**config.mk**
```make
export PLATFORM = sky130hd
export DESIGN_NAME = vehicle_blinker
export DESIGN_NICKNAME = d
export VERILOG_FILES = /design/src/rtl/vehicle_control_pkg.sv /design/src/rtl/vehicle_blinker.sv
export SDC_FILE = /design/constraint.sdc
export NUM_CORES = 1
export LEC_CHECK = 0
export ABC_AREA = 1
export BUFFER_PORTS_ARGS = -buffer_cell sky130_fd_sc_hd__clkbuf_2
export CORE_AREA = 2 2 39 41
export DETAILED_ROUTE_END_ITERATION = 10
export DIE_AREA = 0 0 41 43
export GPL_TIMING_DRIVEN = 0
export PLACE_DENSITY = 0.36
export SETUP_SLACK_MARGIN = 0.02
export SLEW_MARGIN = 20
export SYNTH_ARGS = -nofsm -noshare
export SYNTH_HDL_FRONTEND = slang
export SYNTH_SLANG_ARGS = --single-unit
```
**constraint.sdc**
```tcl
create_clock -name clock -period 1.3 [get_ports clock]
set_clock_uncertainty 0.1 [all_clocks]
set_input_delay 0.13 -clock clock [delete_from_list [all_inputs] [get_ports clock]]
set_output_delay 0.13 -clock clock [all_outputs]
set_load 0.02 [all_outputs]
```
**src/rtl/vehicle_control_pkg.sv**
```systemverilog
// -----------------------------------------------------------------------------
// vehicle_control_pkg
//   Shared types and codes for the vehicle body-control block.
//   - gear_e     : registered gear state encoding
//   - turn_e     : registered turn-indicator encoding (2'b10 is never used)
//   - GEAR_REQ_* : gear-selector request codes on _gearShift
//   - LEVER_*    : turn-lever push codes on _turnShift
// -----------------------------------------------------------------------------
package vehicle_control_pkg;

  typedef enum logic [1:0] {
    LOCK    = 2'b00,
    PARKING = 2'b01,
    REVERSE = 2'b10,
    FORWARD = 2'b11
  } gear_e;

  typedef enum logic [1:0] {
    NO_TURN    = 2'b00,
    LEFT_TURN  = 2'b01,
    RIGHT_TURN = 2'b11
  } turn_e;

  localparam logic [1:0] GEAR_REQ_PARK = 2'b00;
  localparam logic [1:0] GEAR_REQ_REV  = 2'b01;
  localparam logic [1:0] GEAR_REQ_HOLD = 2'b10;
  localparam logic [1:0] GEAR_REQ_FWD  = 2'b11;

  localparam logic [1:0] LEVER_LEFT  = 2'b01;
  localparam logic [1:0] LEVER_RIGHT = 2'b10;

  // Indicators may only be lit while the vehicle is in a driving gear.
  function automatic logic turnAllowed(gear_e gear);
    return (gear == REVERSE) || (gear == FORWARD);
  endfunction

endpackage

```
**src/rtl/vehicle_blinker.sv**
```systemverilog
// -----------------------------------------------------------------------------
// vehicle_blinker
//   Lamp flasher for the turn indicators. Only instantiated when the
//   VEHICLE_BLINK_EN macro is defined.
//   The lamp for the active direction comes on the cycle after the indicator
//   becomes active and then toggles every BLINK_HALF_PERIOD cycles. Counter
//   and phase clear while the indicator is off.
// Parameters
//   BLINK_HALF_PERIOD  clock cycles per lamp on/off phase (>= 1)
// Ports
//   clock       in   system clock, rising edge
//   _reset_n    in   asynchronous active-low reset
//   _turnState  in   registered turn-indicator state
//   _leftLamp   out  left lamp drive
//   _rightLamp  out  right lamp drive
// -----------------------------------------------------------------------------
module vehicle_blinker
  import vehicle_control_pkg::*;
#(
  parameter int BLINK_HALF_PERIOD = 4
) (
  input  logic  clock,
  input  logic  _reset_n,
  input  turn_e _turnState,
  output logic  _leftLamp,
  output logic  _rightLamp
);

  localparam int CntW = (BLINK_HALF_PERIOD > 1) ? $clog2(BLINK_HALF_PERIOD) : 1;
  localparam logic [CntW-1:0] CntLast = CntW'(BLINK_HALF_PERIOD - 1);

  logic [CntW-1:0] blinkCnt;
  logic            blinkPhase;

  always_ff @(posedge clock or negedge _reset_n) begin
    if (!_reset_n) begin
      blinkCnt   <= '0;
      blinkPhase <= 1'b0;
    end else if (_turnState == NO_TURN) begin
      blinkCnt   <= '0;
      blinkPhase <= 1'b0;
    end else begin
      // Toggling at count zero makes the first active edge switch the lamp on.
      if (blinkCnt == '0) blinkPhase <= ~blinkPhase;
      blinkCnt <= (blinkCnt == CntLast) ? '0 : blinkCnt + CntW'(1);
    end
  end

  // Masking with the registered state blanks the lamps on the same edge the
  // indicator turns off; both terms are registers, so no combinational glitch
  // path from the inputs.
  assign _leftLamp  = blinkPhase && (_turnState == LEFT_TURN);
  assign _rightLamp = blinkPhase && (_turnState == RIGHT_TURN);

endmodule

```
==> impl_metrics.toml, run 1 <==
[logic_synthesis]
syn_area_per_cell_um2 = 8.43
syn_area_um2 = 160
synth.distinct_cells = 7
synth_area_leader_cell = "dfrtp_1"
synth.top_cell.area_share_pct = 46.9
synth_nets = 25
ys_top_cells_by_area = "dfrtp_1, ha_1, nor2_1, inv_1, nor3_2"
yosysWarnings = 0
seq_area_frac_synth_pct = 46.9
syn_inst = 19
ys_seq_elements = 3

[status]
status = "completed"

[clocking]
cts-resized-gates = 0
cts_sinks = 3
cts_max_path_buffers = 2
htreeDepth = 1
cts_buffers = 3
cts_root_buf = "clkbuf_4"
clkTransAtPathRegs_ns = 0.04
clkLatencyLatePin_ns = 0.23
cts_tree = "done"

[layout]
finish.utilization_pct = 17.5
layout_common_cells = "nor2_1, clkbuf_2, inv_1, dfrtp_1, clkbuf_4"
fill_cells = 156
antenna_cells = 0
fin_cells = 45
final_common_cell = "nor2_1"
final_cell_area_um2 = 241
nets = 36
drive_above_1_share_pct = 31.0
area.growth.synth_to_final_pct = 50.8

[critical_path]
critPathMaxFanout = 3
path_cells = "nand2_1 -> nor2_1 -> clkbuf_2"
startpoint = "blinkPhase"
required_ns = 1.07
r2r_end = "blinkCnt[1]"
worstRegToRegCells = 4
cp-start-kind = "register"
crit_arrival_ns = 0.94
timing.critical_path.to = "_leftLamp"
reg2reg_from = "blinkCnt[0]"
path_class = "reg2out"
critPathCaptureType = "output pin"
crit_slowest_cell = "dfrtp_1"
r2r_slack_ns = 0.28
cpPeakStageDelay_ns = 0.35

[sta]
fin_crit_sh_pct = 89.7
fin_tns_setup_ns = 0
slew_viol_final = 0
fin_hold_ws_ns = 0.0709
max_slew_margin_pct = 86.7
setup_viol = 0
worst_pin_slew_ns = 0.198
finalHoldViolCount = 0
fin_crit_ns = 1.17
fmax_mhz = 858
rsz0062_at_grt = "false"

[placed_design]
place_area_um2 = 205
dp_cells = 40
gp_congestion = 0.589
portBuffers = 5

[drt]
drc = 0
dr.pass1.iters = 1
wl_per_cell_um = 7.38
viasPerCell = 3.33
wl_um = 332
drt_iter0_drc = 0
drtAntennaViolNets = 0
vias = 150

[global_routing]
grt_overflow = 0
grt_first_pass_wirelength_um = 586
antenna_found_initial = 0
grt_max_degree = 5
first_global_vias = 165
track_usage_pct = 5.83

[hold_path]
hold_start = "_turnState[0]"
min_path_type = "in2reg"

[die]
dieArea_mm2 = 0.00176
coreArea_mm2 = 0.00138
die_w_um = 41
start_util_pct = 11.6
rows = 14
die_height_um = 43
io_pins = 6

[power_and_ir_drop]
power_leakage_nw = 0.131
p_per_area_mw_per_mm2 = 2070
vdd_drop_max_mv = 0.643

[flow_run]
max-cap-violations = 0
==> layout make-up <==
type | instances | area (um2) | share of cell area [%]
clock buffer | 4 | 26.3 | 10.9
inverter | 4 | 15.0 | 6.22
multi-input combinational | 12 | 70.1 | 29.0
sequential | 3 | 75.1 | 31.1
tap | 16 | 20.0 | 8.29
timing repair buffer | 6 | 35.0 | 14.5
==> worst min path at each step <==
stage                     depth (start not counted)          end  slack (ns)
after floorplan                                   0  blinkCnt[0]       -0.27
after global placement                            1   blinkPhase       -0.17
after detailed placement                          1   blinkPhase       -0.16
after CTS                                         3   blinkPhase        0.07
after global routing                              3   blinkPhase        0.09
final                                             3   blinkPhase        0.07
==> cell families (layout without fill, tap and decap cells) <==
kind of cell	after synthesis	after routing	share of synthesized area, %
AO/OA/AOI/OAI	1	1	3.12
buffers and inverters	4	14	9.37
AND/OR/NAND/NOR	9	9	25.0
adder cells (fa/ha/maj)	2	2	15.6
flip-flops	3	3	46.9
==> worst max-delay path, delay by kind of cell (launching register included) <==
family / cells / cell delay (ns)
AND/OR/NAND/NOR: 2 / 0.18
buffers and inverters: 1 / 0.18
flip-flops: 1 / 0.35
==> state kept, by name, indices dropped and copies added, names as in the netlist <==
signal and flops:
blinkCnt 2, blinkPhase 1
==> power breakdown <==
| part | internal [mW] | switching (mW) | leakage, nW |
|---|---|---|---|
| clock | 0.115 | 0.0497 | 0.0150 |
| sequential | 0.141 | 0.0320 | 0.0367 |
| combinational | 0.0746 | 0.0878 | 0.0791 |
| total | 0.331 | 0.170 | 0.131 |
==> layer usage <==
metal  wire, um  global-route usage (%)  up-vias
li1           -                       -       75
met1        140                    4.52       65
met2        132                    7.19        8
met3         50                    7.85        2
met4          9                    4.00        0
met5          0                       0        -
==> cells in the mapped netlist (all sizes together) <==
| cell type | number |
|---|---|
| nand2 | 2 |
| ha | 2 |
| dfrtp | 3 |
| o21ai | 1 |
| inv | 4 |
| nor3 | 1 |
| nor2 | 6 |
==> metrics by stage <==
step	power, mW	setup WS (ns)
finish	0.500	0.134
global route	0.566	0.0514
CTS	0.516	0.122
detailed placement	0.339	0.268
global placement	0.326	0.303
floorplan	0.294	0.326
==> timing repair <==
item / in CTS / in global routing
hold buffers: 1 / 0
endpoints found under the hold margin: 3 / 0
setup buffers: 0 / 0
(Power assumes the default switching activity.)
==> inputs of run 2 (changes only) <==
--- a/config.mk
+++ b/config.mk
@@ -11,7 +11,7 @@
 export DETAILED_ROUTE_END_ITERATION = 10
 export DIE_AREA = 0 0 41 43
 export GPL_TIMING_DRIVEN = 0
-export PLACE_DENSITY = 0.36
+export PLACE_DENSITY = 0.35
 export SETUP_SLACK_MARGIN = 0.02
 export SLEW_MARGIN = 20
 export SYNTH_ARGS = -nofsm -noshare
==> run 2 against run 1 <==
Wire length is 5.1% lower. Sequential power about the same. Hold slack got worse by 0.0028 ns. Non-clock buffer count did not move. Largest cell class unchanged. Critical endpoint unchanged. Die area unchanged.
==> impl_metrics.toml, run 2 (same netlist as run 1, synthesis figures left out) <==
[placed_design]
portBuffers = 5
place_hpwl_um = 258
gp_congestion = 0.597

[layout]
largest_reg_flops = 2
fill_cells = 161
antenna_cells = 0
top_register = "blinkCnt"
layout_common_cells = "nor2_1, clkbuf_2, inv_1, dfrtp_1, clkbuf_4"
final_common_cell = "nor2_1"
finish.utilization_pct = 17.5
drive_above_1_share_pct = 31.0
nets = 36
top_regs = "blinkCnt x2, blinkPhase x1"
area.growth.synth_to_final_pct = 50.8

[die]
start_util_pct = 11.6
die_height_um = 43
dieArea_mm2 = 0.00176
coreArea_mm2 = 0.00138
rows = 14
io_pins = 6
die_w_um = 41

[drt]
wl_per_cell_um = 7.00
wl_um = 315
vias = 152
dr.pass1.iters = 1
viasPerCell = 3.38
drt_iter0_drc = 0
top_layer_used = "met3"
wl_met1_um = 138
wl_met2_um = 124
wl_met3_um = 52
drc = 0
drtAntennaViolNets = 0

[clocking]
post_cts_buffers = 0
cts-resized-gates = 0
ctsHoldBuffers = 1
cts_sinks = 3
cts_buffers = 3
clkLatencyLatePin_ns = 0.23
htreeDepth = 1
cts_tree = "done"
cts_max_path_buffers = 2
cts_root_buf = "clkbuf_4"
clkTransAtPathRegs_ns = 0.03

[power_and_ir_drop]
vdd_drop_max_mv = 0.517
p_sw_uw = 165
p_per_area_mw_per_mm2 = 2050
sw_frac_of_total_pct = 33.4
p_total_uw = 495
p_clk_share_pct = 32.4
power_frac_comb_pct = 32.6
p_int_uw = 330
power_frac_seq_pct = 34.9
power_leakage_nw = 0.131

[critical_path]
critPathMaxFanout = 3
cp-start-kind = "register"
path_class = "reg2out"
path_cells = "nand2_1 -> nor2_1 -> clkbuf_2"
cp.buffers_inverters = 1
required_ns = 1.07
worstRegToRegCells = 4
crit_arrival_ns = 0.92
reg2reg_from = "blinkCnt[0]"
cpPeakStageDelay_ns = 0.35
r2r_end = "blinkCnt[1]"
crit_slowest_cell = "dfrtp_1"
critPathCaptureType = "output pin"
r2r_slack_ns = 0.29
path_delay_family = "flip-flops"

[sta]
fin_tns_setup_ns = 0
fin_crit_ns = 1.15
fin_crit_sh_pct = 88.4
worst_pin_slew_ns = 0.194
rsz0062_at_grt = "false"
finalHoldViolCount = 0
max_slew_margin_pct = 87.0
fmax_mhz = 870
slew_viol_final = 0
setup_viol = 0

[global_routing]
grt_overflow = 0
grt_max_degree = 5
track_usage_pct = 5.21
antenna_found_initial = 0
grt_first_pass_wirelength_um = 496
first_global_vias = 143

[hold_path]
min_path_type = "in2reg"
hold_end = "blinkPhase"
hold_start = "_turnState[0]"
holdPathStages = 3

[flow_run]
max-cap-violations = 0

[status]
status = "completed"
==> run 2: cell counts in the layout (fill, tap and decap cells not counted) <==
No cell type changed its count.
==> run 2: final cells by class <==
cell class | instances | area (um2) | area share, %
tap | 16 | 20.0 | 8.29
sequential | 3 | 75.1 | 31.1
clock buffer | 4 | 26.3 | 10.9
timing repair buffer | 6 | 35.0 | 14.5
inverter | 4 | 15.0 | 6.22
multi-input combinational | 12 | 70.1 | 29.0
==> run 2: worst register-to-register path: cells and delay by family (launching register included) <==
kind / cells / cell delay, ns
simple gates: 1 / 0.04
fa+ha+maj: 1 / 0.28
buf+inv: 2 / 0.11
flops: 1 / 0.37
==> run 2: how the worst max path moves through the flow <==
stage           startpoint     endpoint  slack, ns  cells after the start
2_1_floorplan  blinkCnt[0]  blinkCnt[1]       0.33                      4
3_5_place_dp   blinkCnt[0]  blinkCnt[1]       0.29                      4
4_1_cts         blinkPhase    _leftLamp       0.12                      3
6_report        blinkPhase    _leftLamp       0.15                      3
5_1_grt         blinkPhase    _leftLamp       0.09                      3
3_3_place_gp   blinkCnt[0]  blinkCnt[1]       0.29                      4
==> run 2: stage by stage <==
step | worst slack, ns | hold WS (ns) | area, um2 | std cells
final | 0.151 | 0.0681 | 241 | 45
after global routing | 0.0864 | 0.106 | 241 | 45
after detailed placement | 0.291 | -0.162 | 205 | 40
after CTS | 0.123 | 0.0663 | 241 | 45
after floorplan | 0.326 | -0.266 | 160 | 19
after global placement | 0.289 | -0.168 | 205 | 40
==> run 2: power groups by stage <==
stage	combinational (mW)	clock (mW)	sequential, mW
after floorplan	0.126	0	0.169
after global placement	0.156	0	0.174
after detailed placement	0.163	0	0.175
after CTS	0.166	0.169	0.174
after global routing	0.200	0.178	0.177
final	0.161	0.160	0.173
==> run 2: metal layers <==
| layer | vias to the layer above | track usage (%) |
|---|---|---|
| met4 | 0 | 4.00 |
| met3 | 0 | 7.85 |
| met2 | 8 | 5.63 |
| met1 | 69 | 4.15 |
| met5 | - | 0 |
| li1 | 75 | - |
==> inputs of run 3 (changes only) <==
--- a/config.mk
+++ b/config.mk
@@ -5,7 +5,6 @@
 export SDC_FILE = /design/constraint.sdc
 export NUM_CORES = 1
 export LEC_CHECK = 0
-export ABC_AREA = 1
 export BUFFER_PORTS_ARGS = -buffer_cell sky130_fd_sc_hd__clkbuf_2
 export CORE_AREA = 2 2 39 41
 export DETAILED_ROUTE_END_ITERATION = 10
==> run 3 against run 2 <==
Sequential cell count did not move. Global-route usage fell by 0.28 points. Hold slack improved by 0.022 ns. Area after synthesis did not move. Final area did not move. Core utilization did not move. Wire length fell by 9.2%. Non-clock buffer count did not move. Clock power fell by 3%. Worst setup slack got worse by 0.056 ns. Largest cell class is now multi-input combinational cells. Highest routed layer is now met4.
==> impl_metrics.toml, run 3 <==
[die]
die_height_um = 43
rows = 14
io_pins = 6
start_util_pct = 11.6
die_w_um = 41
dieArea_mm2 = 0.00176
coreArea_mm2 = 0.00138

[logic_synthesis]
ys_seq_elements = 3
yosysMostFrequentCell = "dfrtp_1"
netlist_top_cells_count = "dfrtp_1, ha_1, inv_1, nor2_2"
seq_area_frac_synth_pct = 46.9
synth.distinct_cells = 10
synth_nets = 21
syn_inst = 15
syn_area_per_cell_um2 = 10.7
synth-main-ff-cell = "dfrtp_1"
syn_area_um2 = 160
synth_edf_count = 0
ys_async_sr_fraction_pct = 100
synth_area_leader_cell = "dfrtp_1"
ys_top_cells_by_area = "dfrtp_1, ha_1, nor2_2, nor3_2, xnor2_1"
synth.top_cell.area_share_pct = 46.9
yosysWarnings = 0

[drt]
vias = 129
drc = 0
drt_iter0_drc = 7
wl_per_cell_um = 6.98
wl_um = 286
viasPerCell = 3.15
dr.pass1.iters = 2
drtAntennaViolNets = 0

[power_and_ir_drop]
power_leakage_nw = 0.122
vdd_drop_max_mv = 0.542
p_clk_share_pct = 31.2
p_int_uw = 345
power_frac_seq_pct = 35.1
p_total_uw = 499
p_sw_uw = 154
power_frac_comb_pct = 33.7
p_per_area_mw_per_mm2 = 2070
sw_frac_of_total_pct = 30.8

[critical_path]
critPathCaptureType = "output pin"
worstRegToRegCells = 3
cp-start-kind = "register"
path_class = "reg2out"
critPathMaxFanout = 3
worst-path-stages = 2
cp.buffers_inverters = 1
startpoint = "blinkPhase"
reg2reg_from = "blinkCnt[0]"
path_cells = "and3_2 -> clkbuf_2"
required_ns = 1.07
path_delay_family = "flip-flops"
cpPeakStageDelay_ns = 0.39
crit_arrival_ns = 0.98
crit_slowest_cell = "dfrtp_1"

[placed_design]
place_hpwl_um = 247
gp_congestion = 0.571
post-place-ws_ns = 0.248
portBuffers = 5

[global_routing]
grt_overflow = 0
grt_first_pass_wirelength_um = 469
first_global_vias = 132
grt_max_degree = 4
track_usage_pct = 4.93
antenna_found_initial = 0

[flow_run]
max-cap-violations = 0

[layout]
top_register = "blinkCnt"
final_common_cell = "clkbuf_2"
largest_reg_flops = 2
finish.utilization_pct = 17.5
layout_common_cells = "clkbuf_2, dfrtp_1, clkbuf_4"
area.growth.synth_to_final_pct = 50.8
antenna_cells = 0
nets = 32
drive_above_1_share_pct = 48.0
top_regs = "blinkCnt x2, blinkPhase x1"
fill_cells = 154

[sta]
finalHoldViolCount = 0
fin_crit_ns = 1.21
max_slew_margin_pct = 86.9
setup_viol = 0
fmax_mhz = 830
fin_crit_sh_pct = 92.7
fin_tns_setup_ns = 0
fin_ws_ns = 0.0946
slew_viol_final = 0
worst_pin_slew_ns = 0.196
rsz0062_at_grt = "false"

[clocking]
cts_sinks = 3
clkLatencyLatePin_ns = 0.22
htreeDepth = 1
cts_buffers = 3
post_cts_buffers = 0
clkTransAtPathRegs_ns = 0.03
cts_max_path_buffers = 2
cts_root_buf = "clkbuf_4"
cts_tree = "done"

[hold_path]
hold_start = "_turnState[0]"
holdPathStages = 3
min_path_type = "in2reg"

[status]
status = "completed"
[run 3: metal layers]
metal | global-route usage (%) | wire length (um) | vias to the layer above
met2 | 5.31 | 96 | 6
met4 | 6.00 | 6 | 0
met3 | 6.28 | 34 | 2
met1 | 3.56 | 148 | 55
li1 | - | - | 66
met5 | 0 | 0 | -
[run 3: cell type report]
type                    count  area (um2)  area share, %
clock buffers               4        26.3           10.9
inverters                   2        7.51           3.11
multi-input cells          10        77.6           32.1
flip-flops and latches      3        75.1           31.1
well taps                  16        20.0           8.29
repair buffers              6        35.0           14.5
[run 3: what timing repair did]
action,CTS,global route
hold buffers,1,0
endpoints found under the hold margin,3,0
gates resized for setup,0,0
[run 3: through the flow]
stage                     hold WS (ns)  cells  area, um2
final                           0.0902     41        241
after global routing             0.101     41        241
after CTS                       0.0863     41        241
after detailed placement        -0.167     36        205
after global placement          -0.168     36        205
after floorplan                 -0.266     15        160
[run 3: worst paths after layout]
| kind | slack (ns) | to |
|---|---|---|
| worst max-delay path | 0.09 | _rightLamp |
| worst min-delay path | 0.09 | blinkPhase |
| worst max register to register | 0.25 | blinkCnt[1] |
| worst min register to register | 0.37 | blinkCnt[0] |
| max in group asynchronous | 0.85 | blinkCnt[1] |
| min in group asynchronous | 0.14 | blinkPhase |
[run 3: power groups by stage]
stage	Sequential, mW	Combinational (mW)	Clock (mW)
CTS	0.176	0.175	0.165
global placement	0.175	0.166	0
detailed placement	0.177	0.169	0
finish	0.175	0.168	0.156
floorplan	0.170	0.136	0
global route	0.182	0.189	0.182
[run 3: worst min-delay path: stages]
cell	delay (ns)
clkbuf_2	0.10
nor2_2	0.06
nor2_2	0.09
[run 3: cells by family after synthesis]
| group | after synthesis | synth area share (%) |
|---|---|---|
| flops | 3 | 46.9 |
| xor+xnor | 1 | 5.47 |
| buf+inv | 2 | 4.69 |
| fa+ha+maj | 2 | 15.6 |
| simple gates | 7 | 27.3 |
